===== src/rtl/ariane_pkg.sv =====
// rtl/ariane_pkg.sv - shared core types and top-level defaults for the issue queue
package ariane_pkg;

  localparam int unsigned ID_QUEUE_DEPTH  = 4;
  localparam int unsigned ID_QUEUE_MAX_CF = 1;

  typedef enum logic [3:0] {
    FU_NONE,
    FU_LOAD,
    FU_STORE,
    FU_ALU,
    FU_CTRL_FLOW,
    FU_MULT,
    FU_CSR
  } fu_t;

  typedef struct packed {
    logic [63:0] pc;
    logic [2:0]  trans_id;
    fu_t         fu;
    logic [7:0]  op;
    logic [4:0]  rs1;
    logic [4:0]  rs2;
    logic [4:0]  rd;
    logic [63:0] result;
    logic        valid;
    logic        use_imm;
  } scoreboard_entry_t;

  // One queue slot: the instruction plus its control-flow marker.
  typedef struct packed {
    scoreboard_entry_t instr;
    logic              cf;
  } id_queue_entry_t;

endpackage


===== src/rtl/id_issue_queue.sv =====
// rtl/id_issue_queue.sv - in-order decode-to-issue queue with control-flow limit; optional ID_ISSUE_QUEUE_BYPASS_EN
module id_issue_queue
  import ariane_pkg::*;
#(
  parameter int unsigned DEPTH  = ID_QUEUE_DEPTH,
  parameter int unsigned MAX_CF = ID_QUEUE_MAX_CF
) (
  input  logic                       clk_i,
  input  logic                       rst_i,
  input  logic                       flush_i,
  input  scoreboard_entry_t          decoded_instr_i,
  input  logic                       decoded_instr_valid_i,
  input  logic                       is_ctrl_flow_i,
  output logic                       decoded_instr_ack_o,
  output scoreboard_entry_t          issue_instr_o,
  output logic                       issue_instr_valid_o,
  output logic                       issue_is_ctrl_flow_o,
  input  logic                       issue_ack_i,
  output logic                       full_o,
  output logic                       empty_o,
  output logic [$clog2(DEPTH):0]     usage_o
);

  localparam int unsigned PW = $clog2(DEPTH);
  localparam int unsigned CW = $clog2(MAX_CF + 1);

  id_queue_entry_t mem_q [DEPTH];
  logic [PW-1:0]   rd_ptr_q, rd_ptr_d;
  logic [PW-1:0]   wr_ptr_q, wr_ptr_d;
  logic [PW:0]     cnt_q, cnt_d;
  logic [CW-1:0]   cf_cnt_q, cf_cnt_d;

  logic full, empty, cf_at_limit, stored_valid, bypass, push, pop;

  assign full        = (cnt_q == (PW+1)'(DEPTH));
  assign empty       = (cnt_q == '0);
  assign cf_at_limit = (cf_cnt_q == CW'(MAX_CF));

  // Acceptance never looks at the issue side, so there is no pop-through when full.
  assign decoded_instr_ack_o = !rst_i && !flush_i && !full && !(is_ctrl_flow_i && cf_at_limit);
  assign stored_valid        = !empty && !flush_i;

`ifdef ID_ISSUE_QUEUE_BYPASS_EN
  assign bypass = empty && decoded_instr_valid_i && decoded_instr_ack_o;
`else
  assign bypass = 1'b0;
`endif

  assign issue_instr_valid_o  = stored_valid || bypass;
  assign issue_instr_o        = bypass ? decoded_instr_i : mem_q[rd_ptr_q].instr;
  assign issue_is_ctrl_flow_o = bypass ? is_ctrl_flow_i  : mem_q[rd_ptr_q].cf;

  // A bypassed instruction consumed in the same cycle never touches storage.
  assign pop  = issue_ack_i && stored_valid;
  assign push = decoded_instr_valid_i && decoded_instr_ack_o && !(bypass && issue_ack_i);

  assign full_o  = full;
  assign empty_o = empty;
  assign usage_o = cnt_q;

  // Next-state for pointers and counters; flush wins over any handshake.
  always_comb begin
    rd_ptr_d = rd_ptr_q;
    wr_ptr_d = wr_ptr_q;
    cnt_d    = cnt_q;
    cf_cnt_d = cf_cnt_q;
    if (flush_i) begin
      rd_ptr_d = '0;
      wr_ptr_d = '0;
      cnt_d    = '0;
      cf_cnt_d = '0;
    end else begin
      if (push) wr_ptr_d = wr_ptr_q + PW'(1);
      if (pop)  rd_ptr_d = rd_ptr_q + PW'(1);
      case ({push, pop})
        2'b10:   cnt_d = cnt_q + (PW+1)'(1);
        2'b01:   cnt_d = cnt_q - (PW+1)'(1);
        default: cnt_d = cnt_q;
      endcase
      case ({push && is_ctrl_flow_i, pop && mem_q[rd_ptr_q].cf})
        2'b10:   cf_cnt_d = cf_cnt_q + CW'(1);
        2'b01:   cf_cnt_d = cf_cnt_q - CW'(1);
        default: cf_cnt_d = cf_cnt_q;
      endcase
    end
  end

  // State and storage registers; reset clears storage so the head reads as zero.
  always_ff @(posedge clk_i or posedge rst_i) begin
    if (rst_i) begin
      rd_ptr_q <= '0;
      wr_ptr_q <= '0;
      cnt_q    <= '0;
      cf_cnt_q <= '0;
      for (int i = 0; i < int'(DEPTH); i++) mem_q[i] <= '0;
    end else begin
      rd_ptr_q <= rd_ptr_d;
      wr_ptr_q <= wr_ptr_d;
      cnt_q    <= cnt_d;
      cf_cnt_q <= cf_cnt_d;
      if (push) begin
        mem_q[wr_ptr_q].instr <= decoded_instr_i;
        mem_q[wr_ptr_q].cf    <= is_ctrl_flow_i;
      end
    end
  end

endmodule

===== config.mk =====
export PLATFORM = sky130hd
export DESIGN_NAME = id_issue_queue
export DESIGN_NICKNAME = d
export VERILOG_FILES = /design/src/rtl/ariane_pkg.sv /design/src/rtl/id_issue_queue.sv
export SDC_FILE = /design/constraint.sdc
export NUM_CORES = 1
export LEC_CHECK = 0
export ABC_AREA = 1
export BUFFER_PORTS_ARGS = -buffer_cell sky130_fd_sc_hd__buf_2
export CAP_MARGIN = 30
export CORE_ASPECT_RATIO = 1.75
export CORE_UTILIZATION = 59
export CTS_BUF_LIST = sky130_fd_sc_hd__clkbuf_4 sky130_fd_sc_hd__clkbuf_8 sky130_fd_sc_hd__clkbuf_16
export DETAILED_ROUTE_END_ITERATION = 7
export PLACE_DENSITY = 0.79
export SLEW_MARGIN = 15
export SYNTH_ARGS = -nofsm -noshare
export SYNTH_HDL_FRONTEND = slang
export SYNTH_SLANG_ARGS = --single-unit

===== constraint.sdc =====
create_clock -name clk_i -period 26.3 [get_ports clk_i]
set_input_delay 2.63 -clock clk_i [delete_from_list [all_inputs] [get_ports clk_i]]
set_output_delay 2.63 -clock clk_i [all_outputs]
set_load 0.03 [all_outputs]

# After elaboration in Yosys (flattened, before gate mapping)

Index checks and enable logic that the tools add are counted.

Bits in registers: 652
Bits of input ports: 166
Output and inout port bits: 168
Word-level logic and storage cells: 101

$add $sub $neg: 6
Magnitude comparators: 3
Eq/ne operators: 5
Multiplexer cells: 17
Bitwise operators: 2
Reductions and logical operators: 20

Operator list:

| kind                                                                         | count |
|---|---|
| 644-bit bitwise mux                                                          | 2 |
| 161-bit demux with 2-bit select                                              | 2 |
| 161-bit two-way mux                                                          | 3 |
| 161-bit binary-select mux with 2-bit select                                  | 1 |
| 1-bit logical AND                                                            | 10 |
| 2-bit two-way mux                                                            | 4 |
| 3-bit >= comparator, second input constant                                   | 2 |
| 2-bit inverter with 3-bit output                                             | 2 |
| 3-bit case mux with 2 select lines                                           | 1 |
| 3-bit nonzero test                                                           | 2 |
| 1-bit logical NOT                                                            | 5 |
| 2-bit by 1-bit adder with 2-bit output, second input constant                | 2 |
| 2-bit by 1-bit equality test with 1-bit output, second input constant        | 2 |
| 2-bit equality test, second input constant                                   | 2 |
| 2-bit nonzero test                                                           | 2 |
| 3-bit by 1-bit adder with 3-bit output, second input constant                | 1 |
| 3-bit equality test, second input constant                                   | 1 |
| 3-bit logical NOT                                                            | 1 |
| 3-bit by 1-bit less-than comparator with 1-bit output, second input constant | 1 |
| 3-bit two-way mux                                                            | 1 |
| 3-bit by 1-bit subtractor with 3-bit output, second input constant           | 1 |
| 1-bit two-way mux                                                            | 2 |
| 1-bit case mux with 2 select lines                                           | 1 |
| 1-bit adder, second input constant                                           | 1 |
| 1-bit subtractor, second input constant                                      | 1 |

# Longest topological paths before layout

Gate-level depths: netlist (run 1).

Word-level depth: 9
Gate-level depth with buffers: 13
Gate-level depth less buffers: 13

# Least setup slack after synthesis (run 1)

No wires, ideal clock.

Path kind: input-to-output
Start point: in flush_i
End point: out decoded_instr_ack_o
Arrival time: 3210 ps
Required time: 23670 ps
Setup slack: 20460 ps
Cell stages on the path: 3
Buffers on the path: 0
Path through: nor2_1 > nand2_1 > nor2_1

Longest elaborated chain between the ends: 4

RTL lines:

| what                           | line                 | RTL |
|---|---|---|
| from (decl)                    | id_issue_queue.sv:10 | `input logic flush_i,` |
| 1-bit logical NOT              | id_issue_queue.sv:40 | `assign decoded_instr_ack_o = !rst_i && !flush_i && !full && !(is_ctrl_flow_i && cf_at_limit);` |
| 1-bit logical AND (3 in a row) | id_issue_queue.sv:40 |  |
| to (decl)                      | id_issue_queue.sv:14 | `output logic decoded_instr_ack_o,` |

Every way passes these cells.

==> results of run 1 <==
[power by group]
group / leakage (nW) / total, mW / switching [mW] / internal (mW)
Combinational: 6.45 / 1.49 / 1.05 / 0.434
Sequential: 8.71 / 1.35 / 0.137 / 1.22
Clock: 0.986 / 0.870 / 0.367 / 0.503
Total: 16.1 / 3.71 / 1.56 / 2.15
[metal layers]
| layer | track usage [%] | routed length [µm] |
|---|---|---|
| met1 | 36.7 | 28900 |
| met2 | 49.5 | 36700 |
| met3 | 5.28 | 5230 |
| met4 | 12.4 | 2570 |
| met5 | 0 | 51 |
[path summary, 6_finish.rpt]
check | start | end | slack (ns) | depth (start not counted)
max | rd_ptr_q[0] | issue_instr_o[148] | 20.02 | 5
min | mem_q[174] | mem_q[174] | 0.48 | 2
max reg2reg | usage_o[0] | mem_q[584] | 22.65 | 11
min reg2reg | mem_q[174] | mem_q[174] | 0.48 | 2
max in group asynchronous | rst_i | mem_q[276] | 22.02 | 5
min in group asynchronous | rst_i | mem_q[30] | 2.25 | 2
[worst max-delay path, cell delays in order (launching register included)]
cell	delay [ns]
dfrtp_4	0.75
inv_8	0.61
buf_4	0.81
o21ai_0	0.21
o22ai_1	0.29
buf_2	0.26
[state kept, by name (all words and copies together), names as in the netlist]
| name | flops |
|---|---|
| mem_q | 644 |
| cf_at_limit | 1 |
| rd_ptr_q | 2 |
| wr_ptr_q | 2 |
| usage_o | 3 |
[final cells by class]
cell class / instances / area [µm²] / share of cell area [%]
clock inverters: 19 / 231 / 0.713
well taps: 654 / 818 / 2.52
multi-input cells: 2154 / 10500 / 32.4
repair buffers: 366 / 2140 / 6.58
inverters: 177 / 687 / 2.11
clock buffers: 83 / 1730 / 5.32
diodes: 10 / 25.0 / 0.0770
flip-flops and latches: 652 / 16300 / 50.2
[cells in the mapped netlist]
master and count:
o21ai_1 341, buf_4 4, buf_1 2, nand2_1 675, buf_2 16, inv_1 173
nor2_1 328, nand4_1 2, nand2_4 4, o22ai_1 160, buf_6 128, ha_1 4
nand3_1 9, fa_1 1, o21ai_0 444, xnor2_1 1, inv_6 1, a21oi_1 1
clkinv_1 2, a22o_1 4, o21ai_2 179, inv_2 1, dfrtp_1 652, nand3_4 1
clkbuf_1 97
[kinds of logic after synthesis]
logic type,Yosys count,synth area share [%]
buffers and inverters,424,8.82
AOI/OAI and AO/OA,1129,22.2
DFF,652,55.5
and+or+nand+nor,1019,13.2
adders and majority gates,5,0.238
xor gates and xnor gates,1,0.0298
==> flow_metrics.py, run 1 <==
metrics = {
    "clocking": {
        "cts.repair.resized": 0,
        "cts_tree": "yes",
        "post-cts-setup-buffers": 0,
        "ctsHtreeMaxLevel": 2,
        "cts_buffers": 57,
        "cts.sinks": 652,
        "hold_buffers": 0,
        "clk_latency_ns": 0.59,
        "path_clk_slew_ns": 0.07,
        "cts.root.buffer_cell": "clkbuf_16",
        "cts_buffer_depth": 3,
    },
    "final_layout": {
        "nets": 3579,
        "final_common_cell": "nand2_1",
        "final_cell_count_no_fill": 4115,
        "area_delta_synth_final_pct": 10.5,
        "drive_gt1_share_pct": 19.1,
        "nFillCells": 3986,
        "fin_area_um2": 32500,
        "layout_common_cells": "675 x nand2_1, 650 x dfrtp_1, 444 x o21ai_0, 341 x o21ai_1, 333 x buf_2",
        "post-route-util_pct": 66.3,
    },
    "status": {
        "status": "completed",
    },
    "sta": {
        "slew_headroom_pct": 22.5,
        "final_hold_viol_count": 0,
        "skew_ns": 0.0114,
        "slew_viol_final": 0,
        "fin_ws_ns": 20.02,
        "setup_tns_ns": 0,
        "fin_crit_sh_pct": 23.9,
        "setup_violations": 0,
        "max_freq_mhz": 159,
        "worst_slew_pin_slew_ns": 1.16,
        "period_needed_ns": 6.28,
        "rsz0062_at_grt": "false",
        "hold-worst-slack_ns": 0.477,
    },
    "setup_path": {
        "critPathCaptureType": "primary output",
        "cp.arrival_ns": 3.65,
        "crit_required_ns": 23.67,
        "critical_path.startpoint_type": "flip-flop",
        "critPathKind": "reg -> out",
        "path_max_fanout": 119,
    },
    "pwr": {
        "cellLeakagePower_nw": 16.1,
        "ir_worst_vdd_uv": 87.2,
        "power_density_nw_per_um2": 114,
        "total_power_mw": 3.71,
    },
    "synth": {
        "yosys-top-cells-area": "dfrtp_1 55%, nand2_1 8.6%, o21ai_0 7.6%",
        "synth_top_area_share_pct": 55.5,
        "synth_cell_types": 25,
        "synth.avg_cell_area_um2": 9.11,
        "synth-seq-cells": 652,
        "synth.net_count": 3401,
        "syn-cell-area_um2": 29400,
        "synth_top_area_cell": "dfrtp_1",
        "ys_warn_count": 0,
        "syn_inst": 3230,
        "synth-seq-area-share_pct": 55.5,
    },
    "drt": {
        "dr.pass1.iters": 6,
        "wirelength_um": 73400,
        "drcViolationCount": 0,
        "ant_nets": 0,
        "drt-vias-per-instance": 5.77,
        "drtIter0Drc": 1999,
        "wl_per_cell_um": 17.8,
        "vias": 23726,
    },
    "global_route": {
        "overflow": 0,
        "track_usage_pct": 29.3,
        "antenna_found_initial": 12,
        "grt_pass1_wl_um": 120000,
        "grt_pass1_vias": 23794,
        "grt_max_degree": 203,
    },
    "placed_design": {
        "dp_slack_ns": 20.34,
        "hpwl_um": 42700,
        "gp_congestion": 0.792,
        "placedCellCount": 3998,
        "portBuffers": 333,
        "placedInstanceArea_um2": 30400,
    },
    "die": {
        "fp.coreArea_um2": 49000,
        "dieArea_um2": 50800,
        "start_util_pct": 60.0,
        "rows": 107,
        "die_w_um": 171,
        "fp.dieH_um": 297,
        "ios": 334,
    },
    "flow_run": {
        "cap_violations": 0,
    },
    "hold_path": {
        "hp-class": "reg -> reg",
    },
}
No activity file was read; power rests on OpenSTA's default activity.
==> inputs of run 2 (changes only) <==
==> constraint.sdc (replaced) <==
create_clock -name clk_i -period 6.01 [get_ports clk_i]
set_input_delay 0.601 -clock clk_i [delete_from_list [all_inputs] [get_ports clk_i]]
set_output_delay 0.601 -clock clk_i [all_outputs]
set_load 0.03 [all_outputs]
==> run 2 against run 1 <==
  * Critical path depth did not move
  * Largest cell class unchanged
  * Via count rose by 0.52%
  * Largest power group unchanged
  * Sequential power rose to 4.4 times the previous value
  * Core utilization barely moved
  * Global-route usage rose by 0.12 points
  * Highest routed layer unchanged
==> flow_metrics.py, run 2 (synthesized netlist as in run 1, its figures left out) <==
metrics = {
    "final_layout": {
        "layout_common_cells": "675 x nand2_1, 650 x dfrtp_1, 444 x o21ai_0, 341 x o21ai_1, 333 x buf_2",
        "largest_reg_flops": 644,
        "nets": 3578,
        "nFillCells": 3936,
        "drive_gt1_share_pct": 19.1,
        "final_cell_count_no_fill": 4112,
        "final_common_cell": "nand2_1",
        "area_delta_synth_final_pct": 10.5,
        "top_register": "mem_q",
    },
    "placed_design": {
        "gp_congestion": 0.831,
        "portBuffers": 333,
        "hpwl_um": 43800,
        "placedCellCount": 3994,
    },
    "clocking": {
        "cts_buffer_depth": 3,
        "cts_tree": "yes",
        "cts.sinks": 652,
        "post-cts-setup-buffers": 0,
        "cts.root.buffer_cell": "clkbuf_16",
        "ctsHtreeMaxLevel": 2,
        "path_clk_slew_ns": 0.06,
        "hold_buffers": 0,
        "clk_latency_ns": 0.60,
        "cts_buffers": 57,
        "cts.repair.resized": 0,
    },
    "drt": {
        "drt-vias-per-instance": 5.80,
        "drtIter0Drc": 2289,
        "ant_nets": 0,
        "wirelength_um": 74200,
        "wl_per_cell_um": 18.0,
        "vias": 23849,
        "dr.pass1.iters": 6,
        "drcViolationCount": 0,
    },
    "pwr": {
        "switching_share_pct": 42.0,
        "power_density_nw_per_um2": 499,
        "cellLeakagePower_nw": 16.1,
        "p_sw_mw": 6.81,
        "p_seq_share_pct": 36.3,
        "p_int_mw": 9.42,
        "pwr-share-comb_pct": 40.4,
        "total_power_mw": 16.2,
        "clkPwrFrac_pct": 23.2,
        "ir_worst_vdd_uv": 348,
    },
    "sta": {
        "final_hold_viol_count": 0,
        "fin_crit_sh_pct": 64.5,
        "setup_violations": 0,
        "period_needed_ns": 3.88,
        "rsz0062_at_grt": "false",
        "worst_slew_pin_slew_ns": 0.989,
        "slew_viol_final": 0,
        "setup_tns_ns": 0,
        "slew_headroom_pct": 34.1,
        "skew_ns": 0.0157,
        "max_freq_mhz": 258,
    },
    "setup_path": {
        "critPathCaptureType": "primary output",
        "critical_path.startpoint_type": "flip-flop",
        "crit_required_ns": 5.41,
        "r2r_slack_ns": 3.06,
        "critPathKind": "reg -> out",
        "cp.arrival_ns": 3.28,
        "path_max_fanout": 94,
    },
    "die": {
        "die_w_um": 171,
        "rows": 107,
        "ios": 334,
        "start_util_pct": 60.0,
        "fp.coreArea_um2": 49000,
        "dieArea_um2": 50800,
        "fp.dieH_um": 297,
    },
    "global_route": {
        "overflow": 0,
        "track_usage_pct": 29.4,
        "antenna_found_initial": 17,
        "grt_pass1_wl_um": 120000,
        "grt_pass1_vias": 23825,
        "grt_max_degree": 204,
    },
    "flow_run": {
        "cap_violations": 0,
    },
    "status": {
        "status": "completed",
    },
    "hold_path": {
        "hp-class": "in -> async",
    },
}
run 2: layout make-up:
class	instances	area (µm²)	share of cell area, %
sequential	652	16300	50.2
multi-input combinational	2154	10500	32.4
timing repair buffer	365	2170	6.69
clock buffer	81	1700	5.24
tap	654	818	2.52
inverter	177	683	2.10
clock inverter	21	239	0.735
antenna	8	20.0	0.0616
run 2: worst max-delay path: stages, from the launching register on:
cell and delay [ns]:
dfrtp_4 0.69, inv_4 0.68, buf_12 0.48, o21ai_0 0.17, o22ai_1 0.31, buf_2 0.27
run 2: metal layers:
layer / track usage, % / vias up / part of all wire (%)
met2: 50.0 / 934 / 49
li1: - / 11116 / -
met5: 0 / - / 0.14
met3: 6.21 / 179 / 7.4
met1: 35.6 / 11602 / 39
met4: 13.2 / 18 / 4.0
run 2: power by group through the flow:
stage / sequential [mW] / clock, mW / combinational [mW]
2_1_floorplan: 5.78 / 0 / 4.71
3_3_place_gp: 5.93 / 0 / 6.27
3_5_place_dp: 6.00 / 0 / 6.44
4_1_cts: 5.93 / 3.84 / 6.47
5_1_grt: 6.01 / 4.00 / 7.10
6_report: 5.90 / 3.77 / 6.56
run 2: worst paths after layout:
check	from	to	depth (start not counted)
min in group clk_i	decoded_instr_i[138]	mem_q[461]	3
worst min register to register	mem_q[183]	mem_q[183]	2
worst min-delay path	rst_i	mem_q[72]	2
max in group asynchronous	rst_i	mem_q[623]	4
worst max-delay path	rd_ptr_q[1]	issue_instr_o[13]	5
worst max register to register	usage_o[0]	mem_q[355]	9
run 2: through the flow:
step,hold slack [ns],area [µm²],util [%],setup WS (ns)
2_1_floorplan,0.448,29400,-,-3.50
3_3_place_gp,0.458,30300,61.8,2.59
3_5_place_dp,0.462,30300,61.9,2.51
4_1_cts,0.0883,32300,65.8,1.86
5_1_grt,0.120,32500,66.3,2.00
6_report,0.107,32500,66.3,2.13
==> inputs of run 3 (changes only) <==
==> constraint.sdc (replaced) <==
create_clock -name clk_i -period 3.8 [get_ports clk_i]
set_input_delay 0.38 -clock clk_i [delete_from_list [all_inputs] [get_ports clk_i]]
set_output_delay 0.38 -clock clk_i [all_outputs]
set_load 0.03 [all_outputs]
==> run 3 against run 2 <==
  * Critical path depth is the same
  * Sequential power rose by 57%
  * Non-clock buffer count grew 9
  * Flip-flop and latch count unchanged
  * Clock skew grew 0.0090 ns
  * First-iteration DRC count grew 0.13%
  * Wire length rose by 1.4%
  * Critical path type unchanged
  * Highest routed layer unchanged
==> flow_metrics.py, run 3 (synthesized netlist as in run 1, its figures left out) <==
metrics = {
    "final_layout": {
        "top_register": "mem_q",
        "post-route-util_pct": 66.6,
        "nets": 3587,
        "nFillCells": 3904,
        "drive_gt1_share_pct": 19.3,
        "final_cell_count_no_fill": 4124,
        "layout_common_cells": "675 x nand2_1, 650 x dfrtp_1, 444 x o21ai_0, 341 x o21ai_1, 333 x buf_2",
        "largest_reg_flops": 644,
        "final_common_cell": "nand2_1",
        "fin_area_um2": 32700,
        "area_delta_synth_final_pct": 11.0,
    },
    "global_route": {
        "track_usage_pct": 29.9,
        "grt_pass1_wl_um": 121000,
        "grt_max_degree": 163,
        "overflow": 0,
        "antenna_found_initial": 19,
        "grt_pass1_vias": 23946,
    },
    "drt": {
        "drtIter0Drc": 2292,
        "drt-vias-per-instance": 5.80,
        "ant_nets": 0,
        "drcViolationCount": 0,
        "wirelength_um": 75200,
        "dr.pass1.iters": 6,
        "vias": 23912,
        "wl_per_cell_um": 18.2,
    },
    "setup_path": {
        "critPathKind": "reg -> out",
        "r2r_cells": 8,
        "crit_start": "rd_ptr_q[0]",
        "r2r_slack_ns": 1.35,
        "r2r_start": "usage_o[0]",
        "cp.arrival_ns": 2.79,
        "path_max_fanout": 88,
        "r2r_end": "mem_q[533]",
        "critPathCaptureType": "primary output",
        "crit_end": "issue_instr_o[83]",
        "crit_required_ns": 3.42,
        "critical_path.startpoint_type": "flip-flop",
    },
    "pwr": {
        "cellLeakagePower_nw": 16.2,
        "total_power_mw": 25.8,
        "ir_worst_vdd_uv": 533,
        "power_density_nw_per_um2": 791,
    },
    "placed_design": {
        "placedInstanceArea_um2": 30700,
        "portBuffers": 333,
        "gp_congestion": 0.887,
        "dp_slack_ns": 1.30,
        "placedCellCount": 4010,
        "hpwl_um": 44800,
    },
    "hold_path": {
        "hp-class": "in -> reg",
    },
    "clocking": {
        "clk_latency_ns": 0.60,
        "ctsHtreeMaxLevel": 2,
        "cts_buffers": 57,
        "post-cts-setup-buffers": 0,
        "path_clk_slew_ns": 0.07,
        "cts.root.buffer_cell": "clkbuf_16",
        "cts.sinks": 652,
        "cts_buffer_depth": 3,
        "cts_tree": "yes",
    },
    "sta": {
        "period_needed_ns": 3.17,
        "setup_violations": 0,
        "slew_viol_final": 0,
        "final_hold_viol_count": 0,
        "slew_headroom_pct": 39.3,
        "rsz0062_at_grt": "false",
        "hold-worst-slack_ns": 0.0655,
        "worst_slew_pin_slew_ns": 0.910,
        "fin_crit_sh_pct": 83.5,
        "fin_ws_ns": 0.625,
        "setup_tns_ns": 0,
        "max_freq_mhz": 315,
        "skew_ns": 0.0247,
    },
    "die": {
        "fp.coreArea_um2": 49000,
        "dieArea_um2": 50800,
        "rows": 107,
        "die_w_um": 171,
        "fp.dieH_um": 297,
        "start_util_pct": 60.0,
        "ios": 334,
    },
    "status": {
        "status": "completed",
    },
    "flow_run": {
        "cap_violations": 0,
    },
}
## run 3: where the power goes
part           internal, mW  switching, mW
Clock                  3.51           2.56
Combinational          3.04           7.44
Sequential             8.42          0.864
Total                  15.0           10.9
## run 3: what timing repair did
action                    CTS  global route
hold endpoints to repair    7             0
hold buffers                1             0
resized for setup           0             0
## run 3: worst min path at each step
stage / depth (start not counted) / to / from
global placement: 2 / mem_q[457] / mem_q[457]
finish: 3 / mem_q[318] / decoded_instr_i[156]
CTS: 3 / mem_q[316] / decoded_instr_i[154]
floorplan: 2 / mem_q[281] / mem_q[281]
detailed placement: 2 / mem_q[176] / mem_q[176]
global route: 3 / mem_q[5] / decoded_instr_i[4]
## run 3: critical path, cell delays in order, from the launching register on
cell,delay (ns)
dfrtp_4,0.68
inv_8,0.34
buf_12,0.35
o21ai_0,0.14
o22ai_1,0.30
buf_2,0.27
## run 3: cell type report
class                      count  area [µm²]  area share (%)
sequential                   652       16300            50.0
multi-input combinational   2154       10500            32.3
timing repair buffer         374        2300            7.05
clock buffer                  80        1700            5.20
tap                          654         818            2.51
inverter                     177         683            2.09
clock inverter                22         267           0.816
antenna                       11        27.5          0.0843
## run 3: routing by layer
metal	part of all wire, %	routed length, µm	GRT usage [%]	up-vias
li1	-	-	-	11135
met1	39	29100	36.5	11660
met2	50	37400	50.7	915
met3	7.0	5260	5.49	190
met4	4.5	3350	14.6	12
met5	0.096	72	0	-
